[config.mk]
export PLATFORM = sky130hd
export DESIGN_NAME = sixtyfour_bit_serial_addsub
export DESIGN_NICKNAME = d
export VERILOG_FILES = /design/src/rtl/sixtyfour_bit_serial_addsub.sv
export SDC_FILE = /design/constraint.sdc
export NUM_CORES = 1
export LEC_CHECK = 0
export ABC_AREA = 1
export CORE_UTILIZATION = 57
export CTS_BUF_LIST = sky130_fd_sc_hd__clkbuf_4
export CTS_CLUSTER_DIAMETER = 150
export DETAILED_ROUTE_END_ITERATION = 8
export GPL_TIMING_DRIVEN = 0
export PLACE_DENSITY_LB_ADDON = 0.25
export SYNTH_ARGS = -nofsm -noshare
export SYNTH_HDL_FRONTEND = slang
export SYNTH_SLANG_ARGS = --single-unit
[constraint.sdc]
create_clock -name clk -period 4.5 [get_ports clk]
set_input_delay 0.9 -clock clk [delete_from_list [all_inputs] [get_ports clk]]
set_output_delay 0.9 -clock clk [all_outputs]
set_load 0.01 [all_outputs]
[src/rtl/sixtyfour_bit_serial_addsub.sv]
// 64-bit add/subtract unit processing SLICE_W bits per cycle, LSB slice first.
// Operands are latched on start; S/Cout/V are valid while done is high and after.
module sixtyfour_bit_serial_addsub #(
  parameter int unsigned SLICE_W = 16
) (
  input  logic        clk,
  input  logic        rst_n,
  input  logic        start,
  input  logic        sub,
  input  logic [63:0] A,
  input  logic [63:0] B,
  input  logic        Cin,
  output logic        busy,
  output logic        done,
  output logic [63:0] S,
  output logic        Cout,
  output logic        V
);

  localparam int unsigned NSLICE = 64 / SLICE_W;
  localparam int unsigned KW     = (NSLICE > 1) ? $clog2(NSLICE) : 1;
  localparam int unsigned SW1    = SLICE_W + 1;
  localparam logic [KW-1:0] K_LAST = KW'(NSLICE - 1);

  typedef enum logic [1:0] {
    IDLE = 2'd0,
    RUN  = 2'd1,
    DONE = 2'd2
  } state_t;

  state_t state, state_next;

  logic              load_c;
  logic              last_c;
  logic [63:0]       a_q;
  logic [63:0]       b_q;
  logic              c_q;
  logic [KW-1:0]     k_q;
  logic [5:0]        lsb_c;
  logic [SLICE_W-1:0] a_sl_c;
  logic [SLICE_W-1:0] b_sl_c;
  logic [SLICE_W:0]  sum_c;
  logic              msb_cin_c;

  // State register
  always_ff @(posedge clk) begin
    if (!rst_n) begin
      state <= IDLE;
    end else begin
      state <= state_next;
    end
  end

  // Next-state decode; start is only honoured outside RUN
  always_comb begin
    state_next = state;
    load_c     = 1'b0;
    last_c     = (k_q == K_LAST);
    case (state)
      IDLE: begin
        if (start) begin
          state_next = RUN;
          load_c     = 1'b1;
        end
      end
      RUN: begin
        if (last_c) state_next = DONE;
      end
      DONE: begin
        if (start) begin
          state_next = RUN;
          load_c     = 1'b1;
        end else begin
          state_next = IDLE;
        end
      end
      default: state_next = IDLE;
    endcase
  end

  // Slice adder; carry into the slice MSB recovered from the sum bit for V
  always_comb begin
    lsb_c     = 6'(32'(k_q) * SLICE_W);
    a_sl_c    = a_q[lsb_c +: SLICE_W];
    b_sl_c    = b_q[lsb_c +: SLICE_W];
    sum_c     = {1'b0, a_sl_c} + {1'b0, b_sl_c} + SW1'(c_q);
    msb_cin_c = a_sl_c[SLICE_W-1] ^ b_sl_c[SLICE_W-1] ^ sum_c[SLICE_W-1];
  end

  // Datapath and registered status outputs
  always_ff @(posedge clk) begin
    if (!rst_n) begin
      a_q  <= '0;
      b_q  <= '0;
      c_q  <= 1'b0;
      k_q  <= '0;
      S    <= '0;
      Cout <= 1'b0;
      V    <= 1'b0;
      busy <= 1'b0;
      done <= 1'b0;
    end else begin
      busy <= (state_next == RUN);
      done <= (state_next == DONE);
      if (load_c) begin
        a_q <= A;
        b_q <= sub ? ~B : B;
        c_q <= sub ? 1'b1 : Cin;
        k_q <= '0;
      end else if (state == RUN) begin
        S[lsb_c +: SLICE_W] <= sum_c[SLICE_W-1:0];
        c_q                 <= sum_c[SLICE_W];
        if (last_c) begin
          Cout <= sum_c[SLICE_W];
          V    <= msb_cin_c ^ sum_c[SLICE_W];
        end else begin
          k_q <= k_q + KW'(1);
        end
      end
    end
  end

endmodule

==> metrics.csv <==
metric;value;unit
Crit Path Max Fanout;10;
Initial Utilization;59.0;%
Worst Hold Class;reg2reg;
fillers;1274;
clk_lat worst skew;0.67;ns
TritonCTS clock tree;done;
Die H;131;um
DRC;0;
grt total ovfl;0;
worst clock skew;0.0269;ns
worst-case clock buffer depth;3;
Routed Antenna Nets;0;
Final Max Slew Viols;0;
run status;complete, no violations;
Final #Nets;1696;
final worst path period share;87.1;%
Final setup viols;0;
H-tree levels;2;
# Max-Cap Violations;0;
dpl ws;0.798;ns
prevailing post-synth register cell;dfxtp_1;
CTS buffer count;50;
critical path startpoint category;flop;
DPL Wire Length;23.1;mm
via count;9984;
per-cell routed wire length;16.9;um
Metal-1 WL;12.2;mm
Area Growth Syn to Fin;30.7;%
Mapped Nets;1444;
port bufs;200;
PwrDens;372;mW/mm^2
hold path depth;2;
syn_area_per_cell;7.33;sq um
static leakage;0.00488;uW
uppermost layer routed;met4;
reg-to-reg startpoint;k_q[0];
Die X;131;um
hold buffers post-CTS;0;
Rel. slew slack;50.2;%
die footprint;0.0171;sq mm
wire length on met3;2.63;mm
worst vdd ir;0.211;mV
GP Congestion;0.956;
io pins;201;
Final WS setup;0.580;ns
Seq/Total Area, Yosys;42.6;%
Post-synth EDFFs;0;
crit path kind;reg2reg;
Least-Margin Pin Slew;0.747;ns
postcts setup bufs;0;
vias per cell;5.59;
Iteration-0 DRC Markers;1048;
routed length on met2;13.7;mm
root buf cell;clkbuf_4;
RR Endpoint;S[56];
Post-Route Setup TNS;0;ns
CORE AREA;0.0160;sq mm
data arrival time of the worst path;4.49;ns
synth warn;0;
final hold violations;0;
largest net degree at the start of global routing;14;
first-pass GRT wire length;47.1;mm
Reg2Reg Setup Slack;0.58;ns
First-pass DRT Iterations;7;
Mapped Area;0.00944;sq mm
CP required;5.07;ns
number of global-route vias before repair;9285;
Hold Crit Start;S[60];
Total Power;4590;uW
Yosys cell types;36;
fraction of layout cells with a size suffix above 1;7.40;%
RSZ-0062 raised after global routing;no;
f_max;255;MHz
total track usage;36.1;%
clock slew at reported path FFs;0.07;ns
antenna violations before repair;1;
row count;46;
asr flop ratio synth;0;%
Worst Setup End Kind;flop;
#FFs+latches synth;201;
min Tclk post-route;3.92;ns
DRT Wirelength;30.2;mm
Worst R2R Path Depth;16;
CTS-repair resized insts;0;
post-synthesis instance total;1288;
Hold Path Sink;S[60];
clk sink count;201;
==> metal layers <==
metal	global-route usage, %	vias to the layer above
li1	-	4794
met1	44.3	4491
met2	58.5	579
met3	7.70	120
met4	21.4	0
met5	0	-
==> how the worst max path moves through the flow <==
stage / depth (start not counted) / startpoint / slack, ns / end
after detailed placement: 16 / k_q[0] / 0.80 / S[56]
after global placement: 16 / k_q[0] / 0.82 / S[56]
after CTS: 16 / k_q[0] / 0.74 / S[56]
after floorplan: 20 / k_q[0] / 1.70 / V
after global routing: 16 / k_q[0] / 0.39 / S[24]
final: 16 / k_q[0] / 0.58 / S[56]
==> worst max-delay path: stages (launching register included) <==
cell and delay [ns]:
dfxtp_1 0.42, buf_4 0.23, inv_1 0.09, buf_2 0.25
clkbuf_1 0.35, o21ai_0 0.14, o22ai_1 0.37, fa_1 0.28
inv_1 0.06, fa_1 0.40, inv_1 0.09, nand3_1 0.06
nand2_1 0.12, a21oi_1 0.09, xnor2_1 0.52, nand4_1 0.18
a21oi_1 0.15
==> synth_stat cells (3+ instances only) <==
cell,instances,area share (%)
clkbuf_1,57,2.3
nor2_2,3,0.20
a21oi_1,140,7.4
buf_2,22,1.2
nand3_1,28,1.5
nor3_1,6,0.32
xnor2_1,67,6.2
dfxtp_1,201,43
xor2_1,3,0.28
nand4_1,18,1.2
buf_6,4,0.48
a22oi_1,3,0.24
o22ai_1,27,1.8
ha_1,21,2.8
nor2_1,211,8.4
buf_1,8,0.32
nand2_2,4,0.27
inv_1,62,2.5
a32oi_1,3,0.28
nand2_1,187,7.4
o21ai_0,195,10
==> registers in the layout, indices dropped and copies added, names as in the netlist <==
register  count
b_q          64
done          1
k_q           2
Cout          1
c_q           1
S            64
busy          1
state         2
V             1
a_q          64
==> cells in the final DEF, fill, tap and decap left out, types with 2 or more instances in the layout <==
master | Yosys | final
nor2_1 | 211 | 211
dfxtp_1 | 201 | 201
clkdlybuf4s50_1 | 0 | 200
o21ai_0 | 195 | 195
nand2_1 | 187 | 187
a21oi_1 | 140 | 140
clkbuf_4 | 0 | 71
xnor2_1 | 67 | 67
inv_1 | 62 | 62
clkbuf_1 | 57 | 57
nand3_1 | 28 | 28
o22ai_1 | 27 | 27
buf_2 | 22 | 22
ha_1 | 21 | 21
nand4_1 | 18 | 18
buf_1 | 8 | 8
clkinv_1 | 1 | 7
nor3_1 | 6 | 6
buf_6 | 4 | 4
nand2_2 | 4 | 4
a32oi_1 | 3 | 3
xor2_1 | 3 | 3
nor2_2 | 3 | 3
a22oi_1 | 3 | 3
a21oi_2 | 2 | 2
and2_1 | 2 | 2
fa_1 | 2 | 2
bufinv_16 | 0 | 2
==> layout make-up <==
| class | instances | area (sq um) | share of cell area, % |
|---|---|---|---|
| sequential | 201 | 4020 | 32.6 |
| buffer | 92 | 407 | 3.30 |
| clock buffer | 71 | 533 | 4.32 |
| inverter | 64 | 240 | 1.95 |
| timing repair buffer | 200 | 2000 | 16.2 |
| multi-input combinational | 931 | 4770 | 38.6 |
| antenna | 1 | 2.50 | 0.0203 |
| clock inverter | 9 | 90.1 | 0.730 |
| tap | 216 | 270 | 2.19 |
==> through the flow <==
step                      util (%)  instances  area [sq um]  hold WS [ns]
final                         77.1       1785         12300         0.462
after global routing          77.1       1785         12300         0.485
after CTS                     77.1       1784         12300         0.466
after detailed placement      73.2       1704         11700         0.457
after global placement        73.2       1704         11700         0.452
after floorplan                  -       1288          9440         0.449
==> power by group <==
group,switching (uW),internal (uW),leakage [uW]
Combinational,654,401,0.00286
Clock,731,831,0.000364
Sequential,79.7,1900,0.00165
==> logic make-up (layout without fill, tap and decap cells) <==
kind of cell	Yosys count	count (layout)	synth area share, %
other	0	1	0
AOI/OAI and AO/OA	372	372	20.4
xor gates and xnor gates	71	71	6.67
adders and majority gates	23	23	3.21
DFF	201	201	42.6
buffers and inverters	156	436	6.85
and+or+nand+nor	465	465	20.2
Note: power is estimated with default switching activity, not from simulation.
